==> src/rtl/ifetch_stage.sv <==
// Instruction-fetch front end: owns the PC, drives a 1-cycle synchronous imem and hands
// {instr, pc, pc+4} to decode over valid/ready. IFETCH_PERF_EN adds fetch/stall counters.
module ifetch_stage #(
  parameter int unsigned IMEM_AW  = 10,
  parameter logic [31:0] RESET_PC = 32'h0000_0000
) (
  input  logic               clk,
  input  logic               reset,
  output logic [IMEM_AW-1:0] imem_addr,
  input  logic [31:0]        imem_rdata,
  input  logic               redirect_valid,
  input  logic [31:0]        redirect_pc,
  output logic               if_valid,
  input  logic               id_ready,
  output logic [31:0]        if_instr,
  output logic [31:0]        if_pc,
  output logic [31:0]        if_pc_plus4,
  output logic               halted
`ifdef IFETCH_PERF_EN
  ,
  output logic [31:0]        fetch_count,
  output logic [31:0]        stall_count
`endif
);

  localparam logic [31:0] Syscall = 32'h0000_000C;

  typedef enum logic [0:0] {StRun, StHalt} state_e;

  state_e      state_q, state_d;
  logic [31:0] fetch_pc_q, fetch_pc_d;
  logic [31:0] pend_pc_q, pend_pc_d;
  logic        pend_valid_q, pend_valid_d;
  logic        valid_q, valid_d;
  logic [31:0] instr_q, instr_d;
  logic [31:0] pc_q, pc_d;
  logic [31:0] pc4_q, pc4_d;
  logic        accept;
  logic        syscall_cap;

  assign accept      = !valid_q || id_ready;
  // A syscall is recognised only as it moves into the output registers.
  assign syscall_cap = (state_q == StRun) && !redirect_valid && accept && pend_valid_q &&
                       (imem_rdata == Syscall);

  always_ff @(posedge clk or negedge reset) begin
    if (!reset) begin
      state_q <= StRun;
    end else begin
      state_q <= state_d;
    end
  end

  always_comb begin
    state_d = state_q;
    unique case (state_q)
      StRun:   if (syscall_cap) state_d = StHalt;
      StHalt:  state_d = StHalt;
      default: state_d = StRun;
    endcase
  end

  always_comb begin
    halted = (state_q == StHalt);
    // While stalled or halted the pending address is re-presented so imem_rdata stays valid.
    if (state_q == StRun && accept) begin
      imem_addr = fetch_pc_q[IMEM_AW+1:2];
    end else begin
      imem_addr = pend_pc_q[IMEM_AW+1:2];
    end
  end

  always_comb begin
    fetch_pc_d   = fetch_pc_q;
    pend_pc_d    = pend_pc_q;
    pend_valid_d = pend_valid_q;
    valid_d      = valid_q;
    instr_d      = instr_q;
    pc_d         = pc_q;
    pc4_d        = pc4_q;
    if (state_q == StRun) begin
      if (redirect_valid) begin
        valid_d      = 1'b0;
        pend_valid_d = 1'b0;
        fetch_pc_d   = redirect_pc & 32'hFFFF_FFFC;
      end else if (accept) begin
        valid_d = pend_valid_q;
        if (pend_valid_q) begin
          instr_d = imem_rdata;
          pc_d    = pend_pc_q;
          pc4_d   = pend_pc_q + 32'd4;
        end
        pend_pc_d    = fetch_pc_q;
        pend_valid_d = !syscall_cap;
        fetch_pc_d   = fetch_pc_q + 32'd4;
      end
    end else if (id_ready) begin
      valid_d = 1'b0;
    end
  end

  always_ff @(posedge clk or negedge reset) begin
    if (!reset) begin
      fetch_pc_q   <= RESET_PC;
      pend_pc_q    <= 32'h0;
      pend_valid_q <= 1'b0;
      valid_q      <= 1'b0;
      instr_q      <= 32'h0;
      pc_q         <= 32'h0;
      pc4_q        <= 32'h0;
    end else begin
      fetch_pc_q   <= fetch_pc_d;
      pend_pc_q    <= pend_pc_d;
      pend_valid_q <= pend_valid_d;
      valid_q      <= valid_d;
      instr_q      <= instr_d;
      pc_q         <= pc_d;
      pc4_q        <= pc4_d;
    end
  end

  assign if_valid    = valid_q;
  assign if_instr    = instr_q;
  assign if_pc       = pc_q;
  assign if_pc_plus4 = pc4_q;

`ifdef IFETCH_PERF_EN
  logic [31:0] fetch_count_q, stall_count_q;

  always_ff @(posedge clk or negedge reset) begin
    if (!reset) begin
      fetch_count_q <= 32'h0;
      stall_count_q <= 32'h0;
    end else if (valid_q) begin
      if (id_ready) fetch_count_q <= fetch_count_q + 32'd1;
      else          stall_count_q <= stall_count_q + 32'd1;
    end
  end

  assign fetch_count = fetch_count_q;
  assign stall_count = stall_count_q;
`endif

endmodule

==> config.mk <==
export PLATFORM = sky130hd
export DESIGN_NAME = ifetch_stage
export DESIGN_NICKNAME = d
export VERILOG_FILES = /design/src/rtl/ifetch_stage.sv
export SDC_FILE = /design/constraint.sdc
export NUM_CORES = 1
export LEC_CHECK = 0
export BUFFER_PORTS_ARGS = -buffer_cell sky130_fd_sc_hd__clkbuf_2
export CORE_ASPECT_RATIO = 0.9
export CORE_MARGIN = 8
export CORE_UTILIZATION = 49
export CTS_CLUSTER_SIZE = 14
export DETAILED_ROUTE_END_ITERATION = 10
export HOLD_SLACK_MARGIN = 0.08
export PLACE_DENSITY = 0.77
export RECOVER_POWER = 100
export SKIP_LAST_GASP = 1
export SYNTH_ARGS = -nofsm -noshare
export SYNTH_HDL_FRONTEND = slang
export SYNTH_SLANG_ARGS = --single-unit
==> constraint.sdc <==
create_clock -name clk -period 1.9 [get_ports clk]
set_clock_uncertainty 0.05 [all_clocks]
set_input_delay 0.095 -clock clk [delete_from_list [all_inputs] [get_ports clk]]
set_output_delay 0.095 -clock clk [all_outputs]
set_load 0.02 [all_outputs]
== Word-level counts from Yosys, hierarchy flattened ==
Cells that the tools add are included.
Storage, ports and cells
  register bits: 163
  bits in latches: 0
  RAM bits: 0
  bits in read-only memories: 0
  input bits: 68
  output and inout bits: 108
  word-level logic and storage cells: 40
  memories kept: 0
Cells by class
  $add $sub $neg: 2
  multiply operators: 0
  div/mod/pow operators: 0
  $lt $le $gt $ge: 0
  equality and inequality tests: 2
  shifts and indexed selects: 0
  multiplexer cells: 11
  bitwise operators: 2
  reductions and logical operators: 15
Operators with widths (count)
  $add A32 B3 Y32 const B: 2
  $mux W32: 2
  $eq A32 B4 Y1 const B: 1
  $mux W10: 1
  $mux W1: 7
  $logic_and A1 B1 Y1: 5
  $reduce_and A2 Y1: 2
  $reduce_and A4 Y1: 1
  $logic_not A1 Y1: 3
  $reduce_and A3 Y1: 1
  $reduce_bool A3 Y1: 1
  $ne A2 B2 Y1 const B: 1
  $not A1 Y1: 2
  $pmux W1 S2: 1
  $reduce_bool A2 Y1: 1
  $logic_or A1 B1 Y1: 1

== Depth between registers and ports, before layout ==
  word-level depth: 8
  gate-level depth with buffers: 7
  gate-level depth less buffers: 6

== Least setup slack after synthesis ==
OpenSTA, ideal clock, no wires.
  path type: register to register
  from: register state_q (netlist: halted)
  to: register pend_pc_q[22]
  library setup time: 125 ps
  data arrival time: 1740 ps
  data required time: 1725 ps
  slack: -15 ps
  stages on the path, launching flop included: 6
  buffers on the path: 3
  period minus slack after synthesis: 1915 ps
  path through: dfrtp_1 clkbuf_1 nor3_1 buf_2 buf_2 mux2_2
On the way
  longest elaborated chain between the ends: 2
Ends and longest elaborated chain
  start, declared: line 30  | state_e state_q, state_d;
  start signal, assigned: line 48  | state_q <= StRun;
  start signal, assigned: line 50  | state_q <= state_d;
  $not A1 Y1 (no source line)
  $reduce_and A3 Y1 (no source line)
  end signal, assigned: line 113  | pend_pc_q <= pend_pc_d;
  end, declared: line 32  | logic [31:0] pend_pc_q, pend_pc_d;
No other way between the ends.
A chain may end at the register's enable or synchronous reset.

== Worst setup path after layout ==
  from: input id_ready
  to: output imem_addr[1]
On the way
  longest elaborated chain between the ends: 3
Ends and longest elaborated chain
  start, declared: line 14  | input logic id_ready,
  $logic_or A1 B1 Y1: line 41  | assign accept = !valid_q || id_ready;
  $logic_and A1 B1 Y1: line 66  | if (state_q == StRun && accept) begin
  $mux W10: line 66
  end, declared: line 9  | output logic [IMEM_AW-1:0] imem_addr,
No other way between the ends.

==> qor.txt <==
clock root buffer: clkbuf_16
CP Capture Type: primary output
Final Wtd Congestion: 0.888
multiplexer share of the synthesized area: 5.02%
max layer used: met4
area taken by multi-input logic gates: 3280 um2
main combinational cell family by area after synthesis: simple AND/OR/NAND/NOR gates
ys flop type: dfrtp_1
Row Count: 42
Total GRT Usage: 23.1%
Die Y: 132 um
Synth Area in Simple Gates: 25.7%
layout cell share with drive strength beyond 1: 20.8%
post-DR wirelength/cell: 17.5 um
CP required: 1.75 ns
type of the most critical hold path: input pin to flip-flop
worst setup path end: imem_addr[1]
leak pwr: 4.57 nW
synth warn: 0
clock buffer count from CTS: 17
top cells by area, synth: dfrtp_1 (53%), nand2_1 (14%), mux2_2 (4.5%), o21ai_0 (3.4%), xor2_1 (2.5%)
Synth cell types: 48
top cell type's share of synthesized area: 53.1%
met2 WL: 10500 um
Seq/Total Area, Yosys: 53.1%
fin. max-slew vios: 0
WS Path Type: input pin to primary output
Initial DRT Pass Iterations: 5
register bit count reported by yosys: 155
Gate Count Post-Synth: 793
reg-to-reg endpoint: fetch_pc_q[17]
vias per cell: 5.43
Final nets: 1122
CTS tree: done
final setup fails: 0
RSZ-0062 raised after global routing: false
FF+latch area: 3880 um2
antenna viol nets, final: 0
clock sinks: 155
post-synthesis adder-cell area fraction: 0.343%
worst-skew pair later-pin latency: 0.42 ns
Met3 Wirelength: 1520 um
Fmax: 545 MHz
cell taking the most area after synthesis: dfrtp_1
fill cell count: 1174
grt total ovfl: 0
IO Pins: 176
fin util: 67.5%
clk slew on worst S/H paths: 0.05 ns
final wirelength: 22200 um
relative slew slack: 22.7%
total number of vias: 6865
# H-tree levels: 4
most frequent cell after synthesis: nand2_1
initial antenna violation count: 1
Max clock buf depth: 2
worst slew pin tran: 1.16 ns
largest net degree at the start of global routing: 123
area share of xor/xnor cells in the synthesized design: 3.36%
M1 WL: 9430 um
first-pass GRT wire length: 34700 um
Arr. time, crit path: 1.69 ns
Syn Area/Cell: 9.21 um2
die area: 19100 um2
Max-cap violations: 0
async set-reset flop share out of synthesis: 100%
top cells by instance count after synthesis: nand2_1 (273), dfrtp_1 (155), o21ai_0 (49)
Crit Path Max Fanout: 10
core area: 14700 um2
setup ws final: 0.0636 ns
Die Wd: 145 um
Max VDD drop: 727 uV
Critical Path Start Type: input pin
Reg2Reg Setup Slack: 0.09 ns
minimum clock period after layout: 1.84 ns
period utilisation layout: 96.7%
Compound-Gate Fraction of Synth Area: 9.27%
EDFF count, synth: 0
outcome: complete, no violations
Iter 0 DRT Violations: 512
FF-to-FF path depth: 6
setup slack at placement: 0.000102 ns
Starting Density: 49.8%
setup_tns: 0 ns
final-report hold violation count: 0
vias in the first global route: 6605
RR Startpoint: fetch_pc_q[11]
Setup crit start: id_ready
Mapped Area: 7300 um2
Layout area overhead: 35.5%
P per Cell Area: 1090 nW/um2
Final Power: 0.0108 W
Final HPWL DP: 14800 um
PortBufs: 169
DR DRC count: 0
-- power by group --
group          internal (W)  switching, W  leakage (nW)
logic              0.000965       0.00177          2.42
clock network       0.00226       0.00134         0.298
registers           0.00394      0.000511          1.86
total               0.00717       0.00362          4.57
-- area by class of cell --
| type | count | area share, % |
|---|---|---|
| sequential | 155 | 39.3 |
| multi-input combinational | 588 | 33.2 |
| timing repair buffer | 288 | 18.6 |
| clock buffer | 20 | 4.62 |
| tap | 198 | 2.50 |
| clock inverter | 12 | 1.72 |
| inverter | 2 | 0.0759 |
| antenna | 2 | 0.0506 |
-- worst min path at each step --
stage                          startpoint              to  depth (start not counted)
after floorplan                     reset  fetch_pc_q[10]                          0
after global placement              reset   fetch_pc_q[8]                          1
after detailed placement            reset  fetch_pc_q[10]                          1
after CTS                 redirect_pc[30]  fetch_pc_q[30]                          4
after global routing      redirect_pc[30]  fetch_pc_q[30]                          4
final                     redirect_pc[30]  fetch_pc_q[30]                          4
-- metrics by stage --
stage	hold slack (ns)	instance area, um2	std cells
final	0.104	9890	1265
after detailed placement	-0.00179	8730	1169
after floorplan	-0.251	7320	796
after global placement	-0.00183	8730	1169
after CTS	0.100	9960	1260
after global routing	0.159	9890	1264
-- layer usage --
| layer | global-route usage (%) | vias to the layer above |
|---|---|---|
| met4 | 10.5 | 0 |
| li1 | - | 3219 |
| met3 | 5.14 | 50 |
| met2 | 35.0 | 290 |
| met1 | 30.9 | 3306 |
| met5 | 0 | - |
-- timing repair --
| action | CTS | global route |
|---|---|---|
| hold endpoints to repair | 212 | 1 |
| hold buffers | 58 | 1 |
| pin swaps | 1 | 2 |
| setup buffers | 1 | 1 |
| resized for setup | 6 | 14 |
| cloned | 0 | 1 |
| endpoints found under the setup margin | 12 | 28 |
-- state kept, by name, indices dropped and copies added, names as in the netlist --
register	count
if_instr	32
if_pc	30
halted	1
if_valid	1
pend_valid_q	1
if_pc_plus4	30
fetch_pc_q	30
pend_pc_q	30
-- placed cells by master, fill, tap and decap left out, types with 5 or more instances in the layout --
cell and instances:
and3_1 8, nor3_1 14, and4_1 7, or3_1 6, a311oi_1 9, buf_12 5, dfrtp_1 152, a21oi_1 15
nor4_1 7, a211oi_1 13, xnor2_1 7, o21ai_0 49, nor2_1 27, buf_4 45, mux2_2 29, clkbuf_1 96
dlygate4sd3_1 59, and2_1 5, nand2_1 272, nand3_1 20, xor2_1 21, clkbuf_16 17, nand4_1 16, clkbuf_2 79
-- worst max-delay path, stage by stage --
cell and delay [ns]:
dlygate4sd3_1 0.56, clkbuf_2 0.15, nand2b_4 0.17, nand2b_2 0.19
buf_4 0.21, nand2_1 0.07, nand2_1 0.09, clkbuf_2 0.17
-- logic make-up (layout without fill, tap and decap cells) --
family | after synthesis | after routing
AOI/OAI and AO/OA | 109 | 109
xor gates and xnor gates | 28 | 28
adders and majority gates | 2 | 2
buffers and inverters | 53 | 322
DFF | 155 | 155
muxes | 33 | 33
other | 1 | 6
and+or+nand+nor | 412 | 412
(Power assumes the default switching activity.)
